**config.mk**
```make
export PLATFORM = sky130hd
export DESIGN_NAME = prog_loader_flat
export DESIGN_NICKNAME = d
export VERILOG_FILES = /design/src/rtl/loader_pkg.sv /design/src/rtl/prog_loader_if.sv /design/src/rtl/byte_packer.sv /design/src/rtl/prog_loader.sv /design/src/flat_wrapper.sv
export SDC_FILE = /design/constraint.sdc
export NUM_CORES = 1
export LEC_CHECK = 0
export BUFFER_PORTS_ARGS = -buffer_cell sky130_fd_sc_hd__buf_2
export CAP_MARGIN = 20
export CORE_MARGIN = 1.5
export CORE_UTILIZATION = 40
export DETAILED_ROUTE_END_ITERATION = 6
export PLACE_DENSITY = 0.66
export SLEW_MARGIN = 30
export SYNTH_ARGS = -nofsm -noshare
export SYNTH_HDL_FRONTEND = slang
export SYNTH_SLANG_ARGS = --single-unit
```
**constraint.sdc**
```tcl
create_clock -name clk -period 2.45 [get_ports clk]
set_clock_uncertainty 0.15 [all_clocks]
set_input_delay 0.49 -clock clk [delete_from_list [all_inputs] [get_ports clk]]
set_output_delay 0.49 -clock clk [all_outputs]
set_load 0.02 [all_outputs]
```
**src/rtl/loader_pkg.sv**
```systemverilog
// Shared types and widths for the program loader.
package loader_pkg;
  localparam int BYTE_W  = 8;
  localparam int WORD_W  = 32;
  localparam int COUNT_W = 16;

  typedef enum logic [2:0] {
    IDLE,
    LEN_HI,
    LEN_LO,
    DATA,
    CSUM,
    DONE,
    ERROR
  } state_t;
endpackage

```
**src/rtl/prog_loader_if.sv**
```systemverilog
// Byte-stream input and instruction-memory write port of the program loader.
interface prog_loader_if;
  import loader_pkg::*;

  logic              in_valid;
  logic [BYTE_W-1:0] in_data;
  logic              in_ready;
  logic              imem_wr_en;
  logic [WORD_W-1:0] imem_wr_addr;
  logic [WORD_W-1:0] imem_wr_data;

  modport master (
    output in_valid, in_data,
    input  in_ready, imem_wr_en, imem_wr_addr, imem_wr_data
  );

  modport slave (
    input  in_valid, in_data,
    output in_ready, imem_wr_en, imem_wr_addr, imem_wr_data
  );
endinterface

```
**src/rtl/byte_packer.sv**
```systemverilog
// Big-endian word assembly: three held bytes plus the byte being accepted.
module byte_packer
  import loader_pkg::*;
(
  input  logic              clk,
  input  logic              rst,
  input  logic              shift_en,
  input  logic              clear,
  input  logic [BYTE_W-1:0] data_byte,
  output logic [WORD_W-1:0] word,
  output logic              word_complete,
  output logic [1:0]        byte_idx
);
  logic [WORD_W-BYTE_W-1:0] hold;

  always_ff @(posedge clk) begin
    if (rst || clear) begin
      hold     <= '0;
      byte_idx <= '0;
    end else if (shift_en) begin
      hold     <= {hold[WORD_W-2*BYTE_W-1:0], data_byte};
      byte_idx <= byte_idx + 2'd1;
    end
  end

  // word is only meaningful in the cycle word_complete is high
  assign word          = {hold, data_byte};
  assign word_complete = shift_en && (byte_idx == 2'd3);
endmodule

```
**src/rtl/prog_loader.sv**
```systemverilog
// Loads a length-prefixed, XOR-checksummed byte image into instruction memory
// and holds the CPU until a verified image has been written.
//
//   state  | meaning
//   IDLE   | after reset, waiting for start
//   LEN_HI | expecting word-count high byte
//   LEN_LO | expecting word-count low byte, range check
//   DATA   | accepting payload bytes, one write per 4 bytes
//   CSUM   | expecting checksum byte
//   DONE   | image verified, CPU released
//   ERROR  | bad length or checksum, CPU held
module prog_loader
  import loader_pkg::*;
#(
  parameter logic [WORD_W-1:0] BASE_ADDR = '0,
  parameter logic [WORD_W-1:0] ADDR_STEP = 32'd1,
  parameter int                MAX_WORDS = 1024
) (
  input  logic               clk,
  input  logic               rst,
  input  logic               start,
  prog_loader_if.slave       bus,
  output logic               cpu_hold,
  output logic               busy,
  output logic               done,
  output logic               err,
  output logic [COUNT_W-1:0] words_loaded
);
  localparam logic [31:0] MAX_W32 = MAX_WORDS;

  state_t              state, state_nxt;
  logic                xfer, arm, shift_en, word_complete, last_word;
  logic [1:0]          byte_idx;
  logic [WORD_W-1:0]   word;
  logic [BYTE_W-1:0]   csum, count_hi;
  logic [COUNT_W-1:0]  count, words_left;
  logic                wr_en;
  logic [WORD_W-1:0]   wr_addr, wr_data;

  assign xfer      = bus.in_valid & bus.in_ready;
  assign count     = {count_hi, bus.in_data};
  assign arm       = start && (state == IDLE || state == DONE || state == ERROR);
  assign shift_en  = xfer && (state == DATA);
  assign last_word = shift_en && (byte_idx == 2'd3) && (words_left == 16'd1);

  byte_packer u_packer (
    .clk          (clk),
    .rst          (rst),
    .shift_en     (shift_en),
    .clear        (arm),
    .data_byte    (bus.in_data),
    .word         (word),
    .word_complete(word_complete),
    .byte_idx     (byte_idx)
  );

  always_ff @(posedge clk) begin
    if (rst) state <= IDLE;
    else     state <= state_nxt;
  end

  always_comb begin
    state_nxt = state;
    unique case (state)
      IDLE, DONE, ERROR: if (start) state_nxt = LEN_HI;
      LEN_HI: if (xfer) state_nxt = LEN_LO;
      LEN_LO: if (xfer) begin
        if (count == '0)                  state_nxt = CSUM;
        else if ({16'd0, count} > MAX_W32) state_nxt = ERROR;
        else                              state_nxt = DATA;
      end
      DATA: if (last_word) state_nxt = CSUM;
      CSUM: if (xfer) state_nxt = (bus.in_data == csum) ? DONE : ERROR;
      default: state_nxt = IDLE;
    endcase
  end

  always_comb begin
    bus.in_ready = 1'b0;
    busy         = 1'b0;
    done         = 1'b0;
    err          = 1'b0;
    cpu_hold     = 1'b1;
    unique case (state)
      LEN_HI, LEN_LO, DATA, CSUM: begin
        bus.in_ready = 1'b1;
        busy         = 1'b1;
      end
      DONE: begin
        done     = 1'b1;
        cpu_hold = 1'b0;
      end
      ERROR:   err = 1'b1;
      default: ;
    endcase
  end

  // words_left counts down to the terminal word; the write strobe lags the
  // 4th byte by one cycle and the address/count advance after the strobe
  always_ff @(posedge clk) begin
    if (rst) begin
      csum         <= '0;
      count_hi     <= '0;
      words_left   <= '0;
      wr_en        <= 1'b0;
      wr_addr      <= BASE_ADDR;
      wr_data      <= '0;
      words_loaded <= '0;
    end else begin
      wr_en <= word_complete;
      if (word_complete) wr_data <= word;
      if (arm) begin
        csum         <= '0;
        words_loaded <= '0;
        wr_addr      <= BASE_ADDR;
      end else begin
        if (xfer && state != CSUM) csum <= csum ^ bus.in_data;
        if (wr_en) begin
          wr_addr      <= wr_addr + ADDR_STEP;
          words_loaded <= words_loaded + 16'd1;
        end
      end
      if (xfer && state == LEN_HI) count_hi <= bus.in_data;
      if (xfer && state == LEN_LO) words_left <= count;
      else if (word_complete)      words_left <= words_left - 16'd1;
    end
  end

  assign bus.imem_wr_en   = wr_en;
  assign bus.imem_wr_addr = wr_addr;
  assign bus.imem_wr_data = wr_data;
endmodule

```
**src/flat_wrapper.sv**
```systemverilog
// flat-port wrapper written by rule: the top's interface ports become plain ports
module prog_loader_flat import loader_pkg::*;
#(
  parameter logic [WORD_W-1:0] BASE_ADDR = '0,
  parameter logic [WORD_W-1:0] ADDR_STEP = 32'd1,
  parameter int                MAX_WORDS = 1024
)
  (clk, rst, start, cpu_hold, busy, done, err, words_loaded, bus_in_valid, bus_in_data, bus_in_ready, bus_imem_wr_en, bus_imem_wr_addr, bus_imem_wr_data);
  prog_loader_if bus_i ();
  input  logic clk;
  input  logic rst;
  input  logic start;
  output logic cpu_hold;
  output logic busy;
  output logic done;
  output logic err;
  output logic [COUNT_W-1:0] words_loaded;
  input wire logic [$bits(bus_i.in_valid)-1:0] bus_in_valid;
  input wire logic [$bits(bus_i.in_data)-1:0] bus_in_data;
  output wire logic [$bits(bus_i.in_ready)-1:0] bus_in_ready;
  output wire logic [$bits(bus_i.imem_wr_en)-1:0] bus_imem_wr_en;
  output wire logic [$bits(bus_i.imem_wr_addr)-1:0] bus_imem_wr_addr;
  output wire logic [$bits(bus_i.imem_wr_data)-1:0] bus_imem_wr_data;
  assign bus_i.in_valid = bus_in_valid;
  assign bus_i.in_data = bus_in_data;
  assign bus_in_ready = bus_i.in_ready;
  assign bus_imem_wr_en = bus_i.imem_wr_en;
  assign bus_imem_wr_addr = bus_i.imem_wr_addr;
  assign bus_imem_wr_data = bus_i.imem_wr_data;
  prog_loader #(.BASE_ADDR(BASE_ADDR), .ADDR_STEP(ADDR_STEP), .MAX_WORDS(MAX_WORDS)) u_core (.clk(clk), .rst(rst), .start(start), .bus(bus_i), .cpu_hold(cpu_hold), .busy(busy), .done(done), .err(err), .words_loaded(words_loaded));
endmodule
```
==> results of run 1 <==
## critical path, stage by stage, from the launching register on
cell and delay [ns]:
dfxtp_1 0.35, or4_1 0.59, nor4_4 0.31, a41oi_1 0.31, o311ai_1 0.31, o41ai_1 0.11
## registers in the layout, summed over array words and instances (netlist names)
signal	cells
u_core.bus.imem_wr_addr	32
u_core.bus.imem_wr_data	32
u_core.bus.imem_wr_en	1
u_core.count_hi	8
u_core.csum	8
u_core.state	3
u_core.u_packer.byte_idx	2
u_core.u_packer.hold	24
u_core.words_left	16
u_core.words_loaded	16
## path summary, 6_finish.rpt
path / start / endpoint / slack (ns) / cells after the start
min reg2reg: u_core.bus.imem_wr_data[4]$_SDFFE_PP0P_ / u_core.bus.imem_wr_data[4]$_SDFFE_PP0P_ / 0.30 / 2
max reg2reg: u_core.words_left[6]$_SDFFE_PP0P_ / u_core.state[2]$_SDFFE_PP0P_ / 0.18 / 5
max: u_core.words_left[6]$_SDFFE_PP0P_ / u_core.state[2]$_SDFFE_PP0P_ / 0.18 / 5
min: rst / u_core.words_left[6]$_SDFFE_PP0P_ / 0.30 / 3
## metrics by stage
stage	cell area [um2]	setup slack [ns]	util	total power (W)
2_1_floorplan	6110	0.192	-	0.00323
3_3_place_gp	6930	0.110	0.472	0.00355
3_5_place_dp	6930	0.0491	0.472	0.00355
4_1_cts	7480	0.107	0.509	0.00598
5_1_grt	7480	0.0248	0.509	0.00624
6_report	7480	0.184	0.509	0.00595
## area by class of cell
| class | count | share of cell area |
|---|---|---|
| Multi-Input combinational cell | 543 | 0.405 |
| Tap cell | 184 | 0.0308 |
| Sequential cell | 142 | 0.380 |
| Timing Repair Buffer | 135 | 0.103 |
| Inverter | 17 | 0.00853 |
| Clock buffer | 19 | 0.0578 |
| Clock inverter | 12 | 0.0150 |
## metal layers
layer,vias to the layer above,track usage,routed length (um)
li1,2772,-,-
met1,2609,0.267,7400
met2,151,0.319,7080
met3,13,0.0481,736
met4,0,0.0649,171
met5,-,0,0
## logic make-up (layout without fill, tap and decap cells)
group / after synthesis / count (layout)
AO/OA/AOI/OAI: 134 / 134
XOR/XNOR: 58 / 58
adder cells (fa/ha/maj): 5 / 5
buffers and inverters: 62 / 183
flip-flops: 142 / 142
multiplexers: 4 / 4
AND/OR/NAND/NOR: 342 / 342
## layout by cell type, fill, tap and decap left out, types with 16 or more instances in the layout
cell	n
nand2_1	161
buf_2	97
a21oi_1	86
nor2_1	73
dfxtp_1	141
inv_1	17
buf_4	38
xnor2_1	31
clkbuf_16	17
xor2_1	27
nor3_1	16
nand3_1	20
nand4_1	16
## where the power goes
group	switching [W]	internal, W
sequential	0.000109	0.00239
clock	0.00102	0.00140
combinational	0.000638	0.000396
## what timing repair did
| action | in CTS | in global routing |
|---|---|---|
| gates resized for setup | 0 | 3 |
| buffers inserted | 0 | 0 |
| endpoints found under the setup margin | 0 | 1 |
==> reports/qor.csv, run 1 <==
stage;metric;value;unit
final_layout;diodes;0;
final_layout;areaGrowthSynthToFinish;22.5;%
critical_path;startpoint_type;flop;
global_route;grt_pass1_vias;5161;
global_route;grt_usage;0.200;
synth;synth_top_family_by_area;simple AND/OR/NAND/NOR gates;
floorplanning;coreArea;14700;um2
floorplanning;io_pins;98;
clock_network;cts-hold-fix-buffers;0;
synth;synthAdderAreaFrac;0.0102;
timing;setup_tns;0;ns
final_layout;fill_cells;1423;
synth;yosys_warnings;0;
placement;place.gp.congestion;0.882;
synth;synth_top_area_frac;0.465;
clock_network;cts.htree.levels;4;
final_layout;multi_input_area;3030;um2
synth;synth-compound-area-share;0.129;
power_and_ir_drop;ir_drop;608;uV
clock_network;clk_pin_slew;0.06;ns
floorplanning;die_w;127;um
floorplanning;rows;44;
synth;netlist-cell-type-count;60;
synth;synth_fp_nets;764;
run_status;outcome;completed;
timing;hold_slack;0.296;ns
synth;synthXorXnorAreaFrac;0.0831;
routing;antenna_left;0;
synth;seq_area_frac_synth;0.465;
routing;routedWlPerCell;14.6;um
synth;ys_ff_latch;142;
synth;synth_edf_count;0;
floorplanning;start_util;0.416;
timing;rsz0062_at_grt;no;
placement;io_buffers;97;
synth;synthMuxAreaShare;0.00696;
final_layout;final_cells;1052;
routing;dr.pass1.iters;5;
timing;max_freq;441;MHz
timing;maxSlewHeadroom;0.567;
floorplanning;dieHeight;127;um
final_layout;drive_gt1_frac;0.204;
routing;num_vias;5545;
placement;hpwl;10500;um
critical_path;path_class;flop to flop;
clock_network;cts_tree;yes;
routing;drt_iter0_markers;358;
global_route;grt-ovfl-total;0;
clock_network;clock-sinks;142;
global_route;grt_max_degree;59;
routing;drc;0;
critical_path;crit_arrival;2.40;ns
global_route;antenna_found_initial;0;
global_route;grt_pass1_wl;25900;um
timing;fin_crit;2.27;ns
synth;yosys-top-cells-area;dfxtp_1, nand2_1, a21oi_1, nor2_1, xnor2_1;
critical_path;worstSetupEndpointType;flop;
power_and_ir_drop;leakagePower;2.89;nW
routing;routed_wl;15400;um
clock_network;clk_latency;0.42;ns
routing;routed_via_density;5.27;
timing;setup_viol;0;
synth;synthCells;747;
hold_path;hold_class;input port to flop;
clock_network;cts_buffers;17;
synth;synth-simple-area-share;0.263;
clock_network;root_buffer;clkbuf_16;
timing;fin_crit_sh;0.925;
timing;finalHoldViolCount;0;
floorplanning;dieArea;16000;um2
critical_path;cp.required;2.58;ns
synth;ys_async_sr_fraction;0;
power_and_ir_drop;power_density;794;nW/um2
synth;synth_commonest_cells;nand2_1, dfxtp_1, a21oi_1, nor2_1, clkbuf_1;
placement;place_inst;1021;
synth;syn_area;6110;um2
flow_run;drv_cap;0;
synth;yosysTopAreaCell;dfxtp_1;
clock_network;cts_buffer_depth;2;
synth;synth_ff_type;dfxtp_1;
timing;slew_viol_final;0;
synth;yosysMostFrequentCell;nand2_1;
final_layout;regArea;2840;um2
critical_path;crit_path_max_fanout;6;
timing;tightestPinTransition;0.649;ns
synth;avgSynthCellArea;8.18;um2
final_layout;final_nets;873;
Note: power is estimated with default switching activity, not from simulation.
==> inputs of run 2 (changes only) <==
==> constraint.sdc (replaced) <==
create_clock -name clk -period 2.7 [get_ports clk]
set_clock_uncertainty 0.15 [all_clocks]
set_input_delay 0.54 -clock clk [delete_from_list [all_inputs] [get_ports clk]]
set_output_delay 0.54 -clock clk [all_outputs]
set_load 0.02 [all_outputs]
==> run 2 against run 1 <==
  * Sequential share of layout area grew 0.21 points
  * Critical path depth stayed put
  * Power down 5.8%
  * Worst setup slack gained 0.12 ns
  * Maximum frequency shrank 5.3%
  * Largest cell class unchanged
==> reports/qor.csv, run 2 (synthesis results as in run 1) <==
stage;metric;value;unit;change
run_status;outcome;completed;;
power_and_ir_drop;leakagePower;2.86;nW;-1.0%
placement;place_area;6830;um2;-1.5%
critical_path;r2r-end;u_core.state[0]$_SDFFE_PP0P_;;
routing;routed_via_density;5.25;;-0.32%
floorplanning;rows;44;;unchanged
routing;num_vias;5459;;-1.6%
final_layout;final_cells;1039;;-1.2%
routing;antenna_left;0;;unchanged
global_route;grt_pass1_wl;24900;um;-3.9%
routing;drt_iter0_markers;356;;-0.56%
timing;maxSlewHeadroom;0.564;;-0.00291
timing;slew_viol_final;0;;unchanged
placement;place_inst;1007;;-1.4%
critical_path;crit_path_end;u_core.state[0]$_SDFFE_PP0P_;;
clock_network;clk_pin_slew;0.06;ns;about the same
clock_network;root_buffer;clkbuf_16;;
clock_network;cts_tree;yes;;
global_route;grt_usage;0.195;;-0.00510
clock_network;cts.htree.levels;4;;unchanged
final_layout;drive_gt1_frac;0.191;;-0.0133
floorplanning;coreArea;14700;um2;unchanged
placement;io_buffers;97;;unchanged
global_route;antenna_found_initial;0;;unchanged
flow_run;drv_cap;0;;unchanged
floorplanning;io_pins;98;;unchanged
critical_path;crit_arrival;2.52;ns;+0.12 ns
clock_network;postCtsSetupRepairBufs;0;;unchanged
global_route;grt_pass1_vias;4996;;-3.2%
global_route;grt_most_used_layer;met2;;
clock_network;clk_latency;0.42;ns;about the same
clock_network;cts_buffer_depth;2;;unchanged
clock_network;cts_buffers;17;;unchanged
clock_network;post_cts_resized;0;;unchanged
critical_path;crit_path_max_fanout;17;;+11
routing;routed_wl;15100;um;-1.6%
global_route;grt-ovfl-total;0;;unchanged
placement;hpwl;10200;um;-2.9%
timing;fin_crit_sh;0.886;;-0.0390
power_and_ir_drop;ir_drop;501;uV;-18%
timing;fin_crit;2.39;ns;+0.126 ns
floorplanning;dieHeight;127;um;unchanged
critical_path;startpoint_type;flop;;
power_and_ir_drop;power_density;753;nW/um2;-5.3%
floorplanning;start_util;0.416;;unchanged
hold_path;hold_class;input port to flop;;
timing;setup_tns;0;ns;unchanged
routing;dr.pass1.iters;5;;unchanged
final_layout;fill_cells;1435;;+0.84%
clock_network;cts-hold-fix-buffers;0;;unchanged
critical_path;r2r_start;u_core.state[1]$_SDFFE_PP0P_;;
final_layout;design_area;7440;um2;-0.59%
timing;tightestPinTransition;0.650;ns;+0.000825 ns
global_route;grt_max_degree;59;;unchanged
floorplanning;die_w;127;um;unchanged
critical_path;r2r_cells;5;;unchanged
critical_path;worstSetupEndpointType;flop;;
global_route;grt.met3_usage;0.0506;;+0.00253
placement;place.gp.congestion;0.908;;+2.9%
final_layout;final_cell_mix;nand2_1, dfxtp_1, buf_2;;
timing;finalHoldViolCount;0;;unchanged
final_layout;areaGrowthSynthToFinish;21.8;%;
critical_path;startpoint;u_core.state[1]$_SDFFE_PP0P_;;
global_route;use_met1;0.255;;-0.0113
floorplanning;dieArea;16000;um2;unchanged
global_route;gr-usage-met2;0.312;;-0.00707
critical_path;cp.required;2.83;ns;+0.25 ns
timing;setup_viol;0;;unchanged
routing;drc;0;;unchanged
final_layout;diodes;0;;unchanged
critical_path;r2r_slack;0.31;ns;+0.12 ns
final_layout;final_nets;859;;-1.6%
final_layout;final_common_cell;nand2_1;;
critical_path;path_class;flop to flop;;
timing;max_freq;418;MHz;-5.3%
power_and_ir_drop;power;0.00560;W;-5.8%
routing;routedWlPerCell;14.6;um;-0.32%
timing;rsz0062_at_grt;no;;
clock_network;clock-sinks;142;;unchanged
## run 2: cell types whose count changed in the layout (fill, tap and decap cells not counted), sizes merged
cell / before / now
buf: 135 / 121
bufinv: 1 / 3
clkbuf: 19 / 20
clkinv: 2 / 3
clkinvlp: 5 / 3
inv: 21 / 20
## run 2: area by class of cell
type	count	area (um2)	area share
clock buffers	20	457	0.0614
clock inverters	12	158	0.0212
inverters	17	63.8	0.00858
multi-input cells	543	3020	0.406
flip-flops and latches	142	2840	0.382
well taps	184	230	0.0309
repair buffers	121	666	0.0895
## run 2: critical path, cell delays in order (launching register included)
cell	delay, ns
dfxtp_1	0.60
and4b_4	0.46
and2_1	0.31
a41oi_1	0.28
a2111oi_0	0.36
nor3_1	0.09
## run 2: metrics by stage
step / hold slack [ns] / worst slack (ns) / util
final: 0.276 / 0.308 / 0.506
after global routing: 0.289 / 0.0948 / 0.506
after CTS: 0.260 / 0.308 / 0.506
after detailed placement: 0.295 / 0.274 / 0.464
after global placement: 0.291 / 0.313 / 0.464
after floorplan: 0.282 / 0.392 / -
## run 2: worst min path at each step
| stage | start | endpoint | slack, ns | cells after the start |
|---|---|---|---|---|
| after floorplan | u_core.u_packer.hold[16]$_SDFFE_PP0P_ | u_core.bus.imem_wr_data[24]$_SDFFE_PP0P_ | 0.28 | 2 |
| after global placement | u_core.bus.imem_wr_data[3]$_SDFFE_PP0P_ | u_core.bus.imem_wr_data[3]$_SDFFE_PP0P_ | 0.29 | 2 |
| after detailed placement | u_core.bus.imem_wr_data[30]$_SDFFE_PP0P_ | u_core.bus.imem_wr_data[30]$_SDFFE_PP0P_ | 0.30 | 2 |
| after CTS | bus_in_data[0] | u_core.count_hi[0]$_SDFFE_PP0P_ | 0.26 | 3 |
| after global routing | bus_in_data[0] | u_core.count_hi[0]$_SDFFE_PP0P_ | 0.29 | 3 |
| final | bus_in_data[0] | u_core.count_hi[0]$_SDFFE_PP0P_ | 0.28 | 3 |
## run 2: metal layers
metal / part of all wire / vias up
li1: - / 2745
met1: 0.48 / 2569
met2: 0.45 / 127
met3: 0.050 / 18
met4: 0.017 / 0
met5: 0 / -
## run 2: power by group
| part | internal, W | switching [W] | leakage (nW) |
|---|---|---|---|
| Sequential | 0.00217 | 0.000100 | 1.15 |
| Combinational | 0.000326 | 0.000569 | 1.42 |
| Clock | 0.00151 | 0.000929 | 0.293 |
